File: src/rtl/periph_bridge_pkg.sv
// Shared types for the multi-master OBI to reg-bus bridge.
package periph_bridge_pkg;

  typedef enum logic [1:0] {
    IDLE   = 2'd0,
    ACCESS = 2'd1,
    RESP   = 2'd2
  } state_e;

  localparam int DEFAULT_TIMEOUT = 255;
  localparam int RULE_AW         = 32;

  // One address window; the system concatenates these into rule_base_i / rule_end_i.
  typedef struct packed {
    logic [RULE_AW-1:0] base;
    logic [RULE_AW-1:0] end_addr;
  } rule_t;

endpackage

File: src/rtl/periph_rr_arb.sv
// Combinational round-robin arbiter: first requester strictly after ptr_i wins.
module periph_rr_arb #(
  parameter int N  = 3,
  parameter int IW = (N > 1) ? $clog2(N) : 1
) (
  input  logic [N-1:0]  req_i,
  input  logic [IW-1:0] ptr_i,
  output logic [N-1:0]  gnt_o,
  output logic [IW-1:0] idx_o,
  output logic          any_o
);

  // Scan offsets from farthest to nearest so the nearest requester overwrites last.
  always_comb begin
    int k;
    gnt_o = '0;
    idx_o = '0;
    any_o = 1'b0;
    k     = 0;
    for (int off = N; off >= 1; off--) begin
      k = (int'(ptr_i) + off) % N;
      if (req_i[k]) begin
        idx_o = IW'(k);
        any_o = 1'b1;
      end
    end
    if (any_o) gnt_o[idx_o] = 1'b1;
  end

endmodule

File: src/rtl/periph_multi_bridge.sv
// Multi-master OBI to reg-bus bridge with range decode, timeout and error response.
module periph_multi_bridge
  import periph_bridge_pkg::*;
#(
  parameter int NMASTERS = 3,
  parameter int NPERIPH  = 4,
  parameter int AW       = 32,
  parameter int DW       = 32,
  parameter int TIMEOUT  = DEFAULT_TIMEOUT
) (
  input  logic                   clk_i,
  input  logic                   rst_i,
  input  logic [NMASTERS-1:0]    m_req_i,
  input  logic [NMASTERS*AW-1:0] m_addr_i,
  input  logic [NMASTERS-1:0]    m_we_i,
  input  logic [NMASTERS*DW/8-1:0] m_be_i,
  input  logic [NMASTERS*DW-1:0] m_wdata_i,
  output logic [NMASTERS-1:0]    m_gnt_o,
  output logic [NMASTERS-1:0]    m_rvalid_o,
  output logic [DW-1:0]          m_rdata_o,
  output logic                   m_err_o,
  input  logic [NPERIPH*AW-1:0]  rule_base_i,
  input  logic [NPERIPH*AW-1:0]  rule_end_i,
  output logic [NPERIPH-1:0]     p_valid_o,
  output logic [AW-1:0]          p_addr_o,
  output logic                   p_write_o,
  output logic [DW-1:0]          p_wdata_o,
  output logic [DW/8-1:0]        p_wstrb_o,
  input  logic [NPERIPH*DW-1:0]  p_rdata_i,
  input  logic [NPERIPH-1:0]     p_ready_i,
  input  logic [NPERIPH-1:0]     p_error_i
);

  localparam int MW = (NMASTERS > 1) ? $clog2(NMASTERS) : 1;
  localparam int PW = (NPERIPH > 1) ? $clog2(NPERIPH) : 1;
  localparam int BW = DW / 8;
  localparam int CW = (TIMEOUT > 1) ? $clog2(TIMEOUT + 1) : 1;

  state_e               state_q, state_d;
  logic [MW-1:0]        ptr_q, ptr_d;     // also the owner of the in-flight transaction
  logic [PW-1:0]        sel_q, sel_d;
  logic [AW-1:0]        addr_q, addr_d;
  logic                 we_q, we_d;
  logic [BW-1:0]        be_q, be_d;
  logic [DW-1:0]        wdata_q, wdata_d;
  logic [CW-1:0]        cnt_q, cnt_d;
  logic [NPERIPH-1:0]   p_valid_q, p_valid_d;
  logic [NMASTERS-1:0]  rvalid_q, rvalid_d;
  logic [DW-1:0]        rdata_q, rdata_d;
  logic                 err_q, err_d;

  logic [NMASTERS-1:0]  arb_gnt;
  logic [MW-1:0]        arb_idx;
  logic                 arb_any;

  logic [AW-1:0]        g_addr;
  logic                 g_we;
  logic [BW-1:0]        g_be;
  logic [DW-1:0]        g_wdata;
  logic                 hit;
  logic [PW-1:0]        hit_idx;

  periph_rr_arb #(.N(NMASTERS), .IW(MW)) u_arb (
    .req_i (m_req_i),
    .ptr_i (ptr_q),
    .gnt_o (arb_gnt),
    .idx_o (arb_idx),
    .any_o (arb_any)
  );

  // Select the winning master's request fields.
  always_comb begin
    int gi;
    gi      = int'(arb_idx);
    g_addr  = m_addr_i[gi*AW +: AW];
    g_we    = m_we_i[gi];
    g_be    = m_be_i[gi*BW +: BW];
    g_wdata = m_wdata_i[gi*DW +: DW];
  end

  // Range decode; disabled rules (end <= base) never hit, lowest index wins.
  always_comb begin
    logic [AW-1:0] rb, re;
    hit     = 1'b0;
    hit_idx = '0;
    rb      = '0;
    re      = '0;
    for (int i = NPERIPH - 1; i >= 0; i--) begin
      rb = rule_base_i[i*AW +: AW];
      re = rule_end_i[i*AW +: AW];
      if (re > rb && g_addr >= rb && g_addr < re) begin
        hit     = 1'b1;
        hit_idx = PW'(i);
      end
    end
  end

  // Next-state logic for the IDLE -> ACCESS -> RESP transaction sequence.
  always_comb begin
    int si;
    si        = int'(sel_q);
    state_d   = state_q;
    ptr_d     = ptr_q;
    sel_d     = sel_q;
    addr_d    = addr_q;
    we_d      = we_q;
    be_d      = be_q;
    wdata_d   = wdata_q;
    cnt_d     = cnt_q;
    p_valid_d = p_valid_q;
    rvalid_d  = '0;
    rdata_d   = '0;
    err_d     = 1'b0;
    case (state_q)
      IDLE: begin
        if (arb_any) begin
          ptr_d   = arb_idx;
          addr_d  = g_addr;
          we_d    = g_we;
          be_d    = g_be;
          wdata_d = g_wdata;
          if (hit) begin
            sel_d              = hit_idx;
            p_valid_d          = '0;
            p_valid_d[hit_idx] = 1'b1;
            state_d            = ACCESS;
          end else begin
            rvalid_d = arb_gnt;
            err_d    = 1'b1;
            state_d  = RESP;
          end
        end
      end
      ACCESS: begin
        if (p_ready_i[si]) begin
          p_valid_d       = '0;
          cnt_d           = '0;
          rdata_d         = we_q ? '0 : p_rdata_i[si*DW +: DW];
          err_d           = p_error_i[si];
          rvalid_d[ptr_q] = 1'b1;
          state_d         = RESP;
        end else if (cnt_q == CW'(TIMEOUT - 1)) begin
          p_valid_d       = '0;
          cnt_d           = '0;
          err_d           = 1'b1;
          rvalid_d[ptr_q] = 1'b1;
          state_d         = RESP;
        end else begin
          cnt_d = cnt_q + CW'(1);
        end
      end
      RESP:    state_d = IDLE;
      default: state_d = IDLE;
    endcase
  end

  // State registers; reset drops any in-flight transaction silently.
  always_ff @(posedge clk_i) begin
    if (rst_i) begin
      state_q   <= IDLE;
      ptr_q     <= MW'(NMASTERS - 1);
      sel_q     <= '0;
      addr_q    <= '0;
      we_q      <= 1'b0;
      be_q      <= '0;
      wdata_q   <= '0;
      cnt_q     <= '0;
      p_valid_q <= '0;
      rvalid_q  <= '0;
      rdata_q   <= '0;
      err_q     <= 1'b0;
    end else begin
      state_q   <= state_d;
      ptr_q     <= ptr_d;
      sel_q     <= sel_d;
      addr_q    <= addr_d;
      we_q      <= we_d;
      be_q      <= be_d;
      wdata_q   <= wdata_d;
      cnt_q     <= cnt_d;
      p_valid_q <= p_valid_d;
      rvalid_q  <= rvalid_d;
      rdata_q   <= rdata_d;
      err_q     <= err_d;
    end
  end

  // Grant is combinational in IDLE; held off while reset is asserted.
  assign m_gnt_o    = (state_q == IDLE && !rst_i) ? arb_gnt : '0;
  assign m_rvalid_o = rvalid_q;
  assign m_rdata_o  = rdata_q;
  assign m_err_o    = err_q;
  assign p_valid_o  = p_valid_q;
  assign p_addr_o   = addr_q;
  assign p_write_o  = we_q;
  assign p_wdata_o  = wdata_q;
  assign p_wstrb_o  = we_q ? be_q : '0;

endmodule

File: config.mk
export PLATFORM = sky130hd
export DESIGN_NAME = periph_multi_bridge
export DESIGN_NICKNAME = d
export VERILOG_FILES = /design/src/rtl/periph_bridge_pkg.sv /design/src/rtl/periph_rr_arb.sv /design/src/rtl/periph_multi_bridge.sv
export SDC_FILE = /design/constraint.sdc
export NUM_CORES = 1
export LEC_CHECK = 0
export CAP_MARGIN = 20
export CORE_AREA = 5 5 275 277
export CTS_BUF_LIST = sky130_fd_sc_hd__clkbuf_4
export DETAILED_ROUTE_END_ITERATION = 10
export DIE_AREA = 0 0 280 282
export PLACE_DENSITY = 0.44
export SLEW_MARGIN = 20
export SYNTH_ARGS = -nofsm -noshare
export SYNTH_HDL_FRONTEND = slang
export SYNTH_HIERARCHICAL = 1
export SYNTH_SLANG_ARGS = --single-unit
File: constraint.sdc
create_clock -name clk_i -period 6.23 [get_ports clk_i]
set_input_delay 1.869 -clock clk_i [delete_from_list [all_inputs] [get_ports clk_i]]
set_output_delay 1.869 -clock clk_i [all_outputs]
set_load 0.01 [all_outputs]
==> results.yml <==
worst_setup_path:
  r2r_cells: 20
  crit_path_max_incr_delay_ns: 0.58
  reg2reg_from: "ptr_q[0]$_SDFFE_PP0P_"
  cp_data_required_time_ns: 4.36
  cp_max_fo: 5
  r2r-end: "state_q[1]$_SDFFE_PP0P_"
  worst_ep_arrival_time_ns: 4.07
  ff2ff_setup_slack_ns: 0.92
  path_cells: "clkdlybuf4s50_1 -> inv_1 -> a211oi_2 -> nor3_4 -> buf_4 -> a211oi_2 -> and2_1 -> clkdlybuf4s50_1"
  critPathTopFamily: "buffers and inverters"
  crit_type: "primary input to primary output"
  path_buf_inv: 4
  end_kind: "primary output"
  startpoint_type: "primary input"
  cpMaxStageDelayCell: "clkdlybuf4s50_1"
synth:
  synthTopCellsByCount: "ha_1, inv_1, nand2_1, a21oi_1, nor2_1"
  synthesis.nets: 2968
  ys_warn_count: 6
  synthArstFlopShare_pct: 0
  synthSimpleGateAreaFrac_pct: 18.0
  synth_top_area_share_pct: 30.9
  muxShareOfSynthArea_pct: 9.51
  synth_edf_count: 0
  dominantRegCellSynth: "dfxtp_1"
  syn_inst: 1978
  yosysTopAreaCell: "ha_1"
  syn-mean-instance-area_um2: 7.90
  synth.distinct_cells: 67
  synthMostInstantiatedCell: "ha_1"
  synth_compound_area_share_pct: 17.5
  synth-xor-area-share_pct: 0.336
  synth_top_family_by_area: "adder cells"
  synthAdderAreaFrac_pct: 30.9
  synthTopCellsByArea: "ha_1, dfxtp_1, inv_1"
  syn-cell-area_um2: 15600
  seq_area_frac_synth_pct: 15.8
  synth-seq-cells: 123
power_and_ir_drop:
  clkPwrFrac_pct: 8.4
  swShare_pct: 48.8
  internal_power_w: 0.00452
  ir_worst_vdd_mv: 0.442
  power_density_nw_per_um2: 346
  switchingPower_w: 0.00430
  seqPwrFrac_pct: 13.5
  p_total_w: 0.00882
  power_leakage_nw: 11.4
  pwr-share-comb_pct: 78.1
timing:
  setup_slack_ns: 0.289
  layout_min_cycle_time_ns: 5.94
  tightest_slew_ns: 1.00
  fin_skew_ns: 0.0286
  clock.fmax_ghz: 0.168
  fin_crit_sh_pct: 95.4
  setup_viol: 0
  grt_setup_unrepaired: "no"
  setup-tns-final_ns: 0
  hold_ws_ns: 0.463
  hold_viol_final: 0
  finalMaxSlewViolations: 0
  slew_headroom_pct: 33.3
die:
  initial_utilization_pct: 21.5
  boundaryPins: 716
  num_rows: 99
  die_area_um2: 79000
  dieWidth_um: 280
  die_h_um: 282
  core_area_um2: 72600
placement:
  preCtsSetupSlack_ns: -0.387
  portBuffers: 715
  gp_congestion: 0.928
  dpl.hpwl_um: 78500
clocking:
  htreeDepth: 4
  cts_tree: "done"
  clkSlewWorstSetupHoldPaths_ns: 0.13
  insertion_delay_ns: 0.65
  cts_buffers: 17
  ctsHoldBuffers: 0
  root_buffer: "clkbuf_4"
  clock_path_buffers: 2
  postCtsSetupBuffers: 0
  cts_resized: 0
  clkSinkCount: 123
route:
  firstDrtPassIters: 5
  dr_total_vias: 17900
  routed_via_density: 4.75
  final_antenna_net_count: 0
  wl_per_cell_um: 23.6
  drc: 0
  drt_wl_total_um: 88900
  detailedRoute.firstIterationViolations: 1014
global_route:
  grt_pass1_wl_um: 125000
  grt_use_total_pct: 21.2
  first_global_vias: 18700
  antenna_found_initial: 14
  grt_overflow_total: 0
  grt_max_degree: 78
finish:
  post-route-util_pct: 35.1
  drive_gt1_share_pct: 8.73
  fin_nets: 3783
  fill_cells: 7545
  area_growth_pct: 63.0
hold_path:
  min_from: "p_addr_o[23]$_SDFFE_PP0P_"
  whs_endpoint: "p_addr_o[23]$_SDFFE_PP0P_"
  min_path_type: "register to register"
  hold_path_depth: 2
status:
  outcome: "finished clean"
flow_run:
  maxCapViolCount: 0
-- layer usage --
metal | share of wire (%) | global-route usage [%] | up-vias
met4 | 2.1 | 5.26 | 10
met3 | 5.7 | 4.17 | 83
li1 | - | - | 8777
met5 | 0.078 | 0 | -
met1 | 43 | 26.8 | 8420
met2 | 49 | 37.4 | 641
-- flip-flops by register name (all words and copies together) (netlist names) --
| name | count |
|---|---|
| state_q | 2 |
| p_write_o | 1 |
| m_rvalid_o | 3 |
| ptr_q | 2 |
| sel_q | 2 |
| p_valid_o | 4 |
| cnt_q | 8 |
| m_rdata_o | 32 |
| be_q | 4 |
| p_addr_o | 32 |
| m_err_o | 1 |
| p_wdata_o | 32 |
-- power groups by stage --
stage          sequential [W]  combinational, W  clock, W
2_1_floorplan         0.00126           0.00352         0
3_3_place_gp          0.00121           0.00682         0
3_5_place_dp          0.00121           0.00693         0
4_1_cts               0.00119           0.00698  0.000781
5_1_grt               0.00122           0.00761  0.000810
6_report              0.00119           0.00689  0.000741
-- per-stage QoR --
step / instances / cell area, um2
2_1_floorplan: 1978 / 15600
3_3_place_gp: 3733 / 25100
3_5_place_dp: 3733 / 25100
4_1_cts: 3765 / 25500
5_1_grt: 3768 / 25500
6_report: 3771 / 25500
-- worst max-delay path by stage --
stage / slack (ns) / start / cells past startpoint / endpoint
finish: 0.29 / m_req_i[0] / 8 / m_gnt_o[0]
global route: 0.06 / m_req_i[2] / 19 / p_valid_o[3]$_SDFFE_PP0P_
CTS: 0.27 / m_req_i[0] / 8 / m_gnt_o[0]
detailed placement: -0.39 / m_req_i[0] / 19 / state_q[1]$_SDFFE_PP0P_
global placement: -0.18 / m_req_i[0] / 21 / state_q[1]$_SDFFE_PP0P_
floorplan: 0.35 / m_req_i[1] / 16 / sel_q[0]$_SDFFE_PP0P_
-- layout make-up --
cell class	count	area, um2	share of cell area, %
Antenna cell	6	15.0	0.0589
Clock buffer	17	128	0.501
Clock inverter	15	226	0.889
Inverter	268	1010	3.95
Multi-Input combinational cell	1526	12000	47.1
Sequential cell	123	2460	9.67
Tap cell	959	1200	4.71
Timing Repair Buffer	857	8430	33.1
-- cell families (layout without fill, tap and decap cells) --
logic type / count (synthesis) / after routing
buffers and inverters: 329 / 1157
AND/OR/NAND/NOR: 584 / 584
other: 0 / 6
XOR/XNOR: 6 / 6
adder cells (fa/ha/maj): 386 / 386
AO/OA/AOI/OAI: 444 / 444
flip-flops: 123 / 123
multiplexers: 106 / 106
-- worst reg2reg max path, cell delays in order, from the launching register on --
cell and delay (ns):
dfxtp_1 0.53, inv_1 0.11, ha_1 0.48, mux2i_1 0.27, nand2_1 0.13, a31oi_4 0.23
nor2b_4 0.25, buf_12 0.18, nand2_1 0.09, o21ai_1 0.23, ha_1 0.34, a21oi_1 0.15
o21ai_0 0.14, a2111oi_0 0.53, o211ai_1 0.34, a211oi_1 0.42, nor4b_2 0.15, nor4_4 0.21
buf_4 0.19, nand2_2 0.09, a21boi_1 0.19
-- cells in the final DEF, fill, tap and decap left out, types with 10 or more instances in the layout --
cell type | netlist | layout
nand4_1 | 59 | 59
nand2b_1 | 10 | 10
nand3_1 | 35 | 35
o21ai_2 | 1 | 11
nor2b_1 | 46 | 45
ha_1 | 386 | 386
nand2_1 | 189 | 188
a21o_1 | 32 | 32
mux2i_1 | 72 | 72
clkdlybuf4s50_1 | 0 | 714
mux4_2 | 34 | 34
o21ai_0 | 96 | 65
nor2_1 | 137 | 137
a2111oi_0 | 11 | 11
buf_4 | 1 | 126
nor3_1 | 57 | 57
dfxtp_1 | 123 | 121
o211ai_1 | 12 | 12
clkbuf_4 | 0 | 17
a211oi_1 | 60 | 60
a21oi_1 | 167 | 167
o21ai_1 | 5 | 26
buf_12 | 0 | 17
inv_1 | 268 | 268
(Power assumes the default switching activity.)
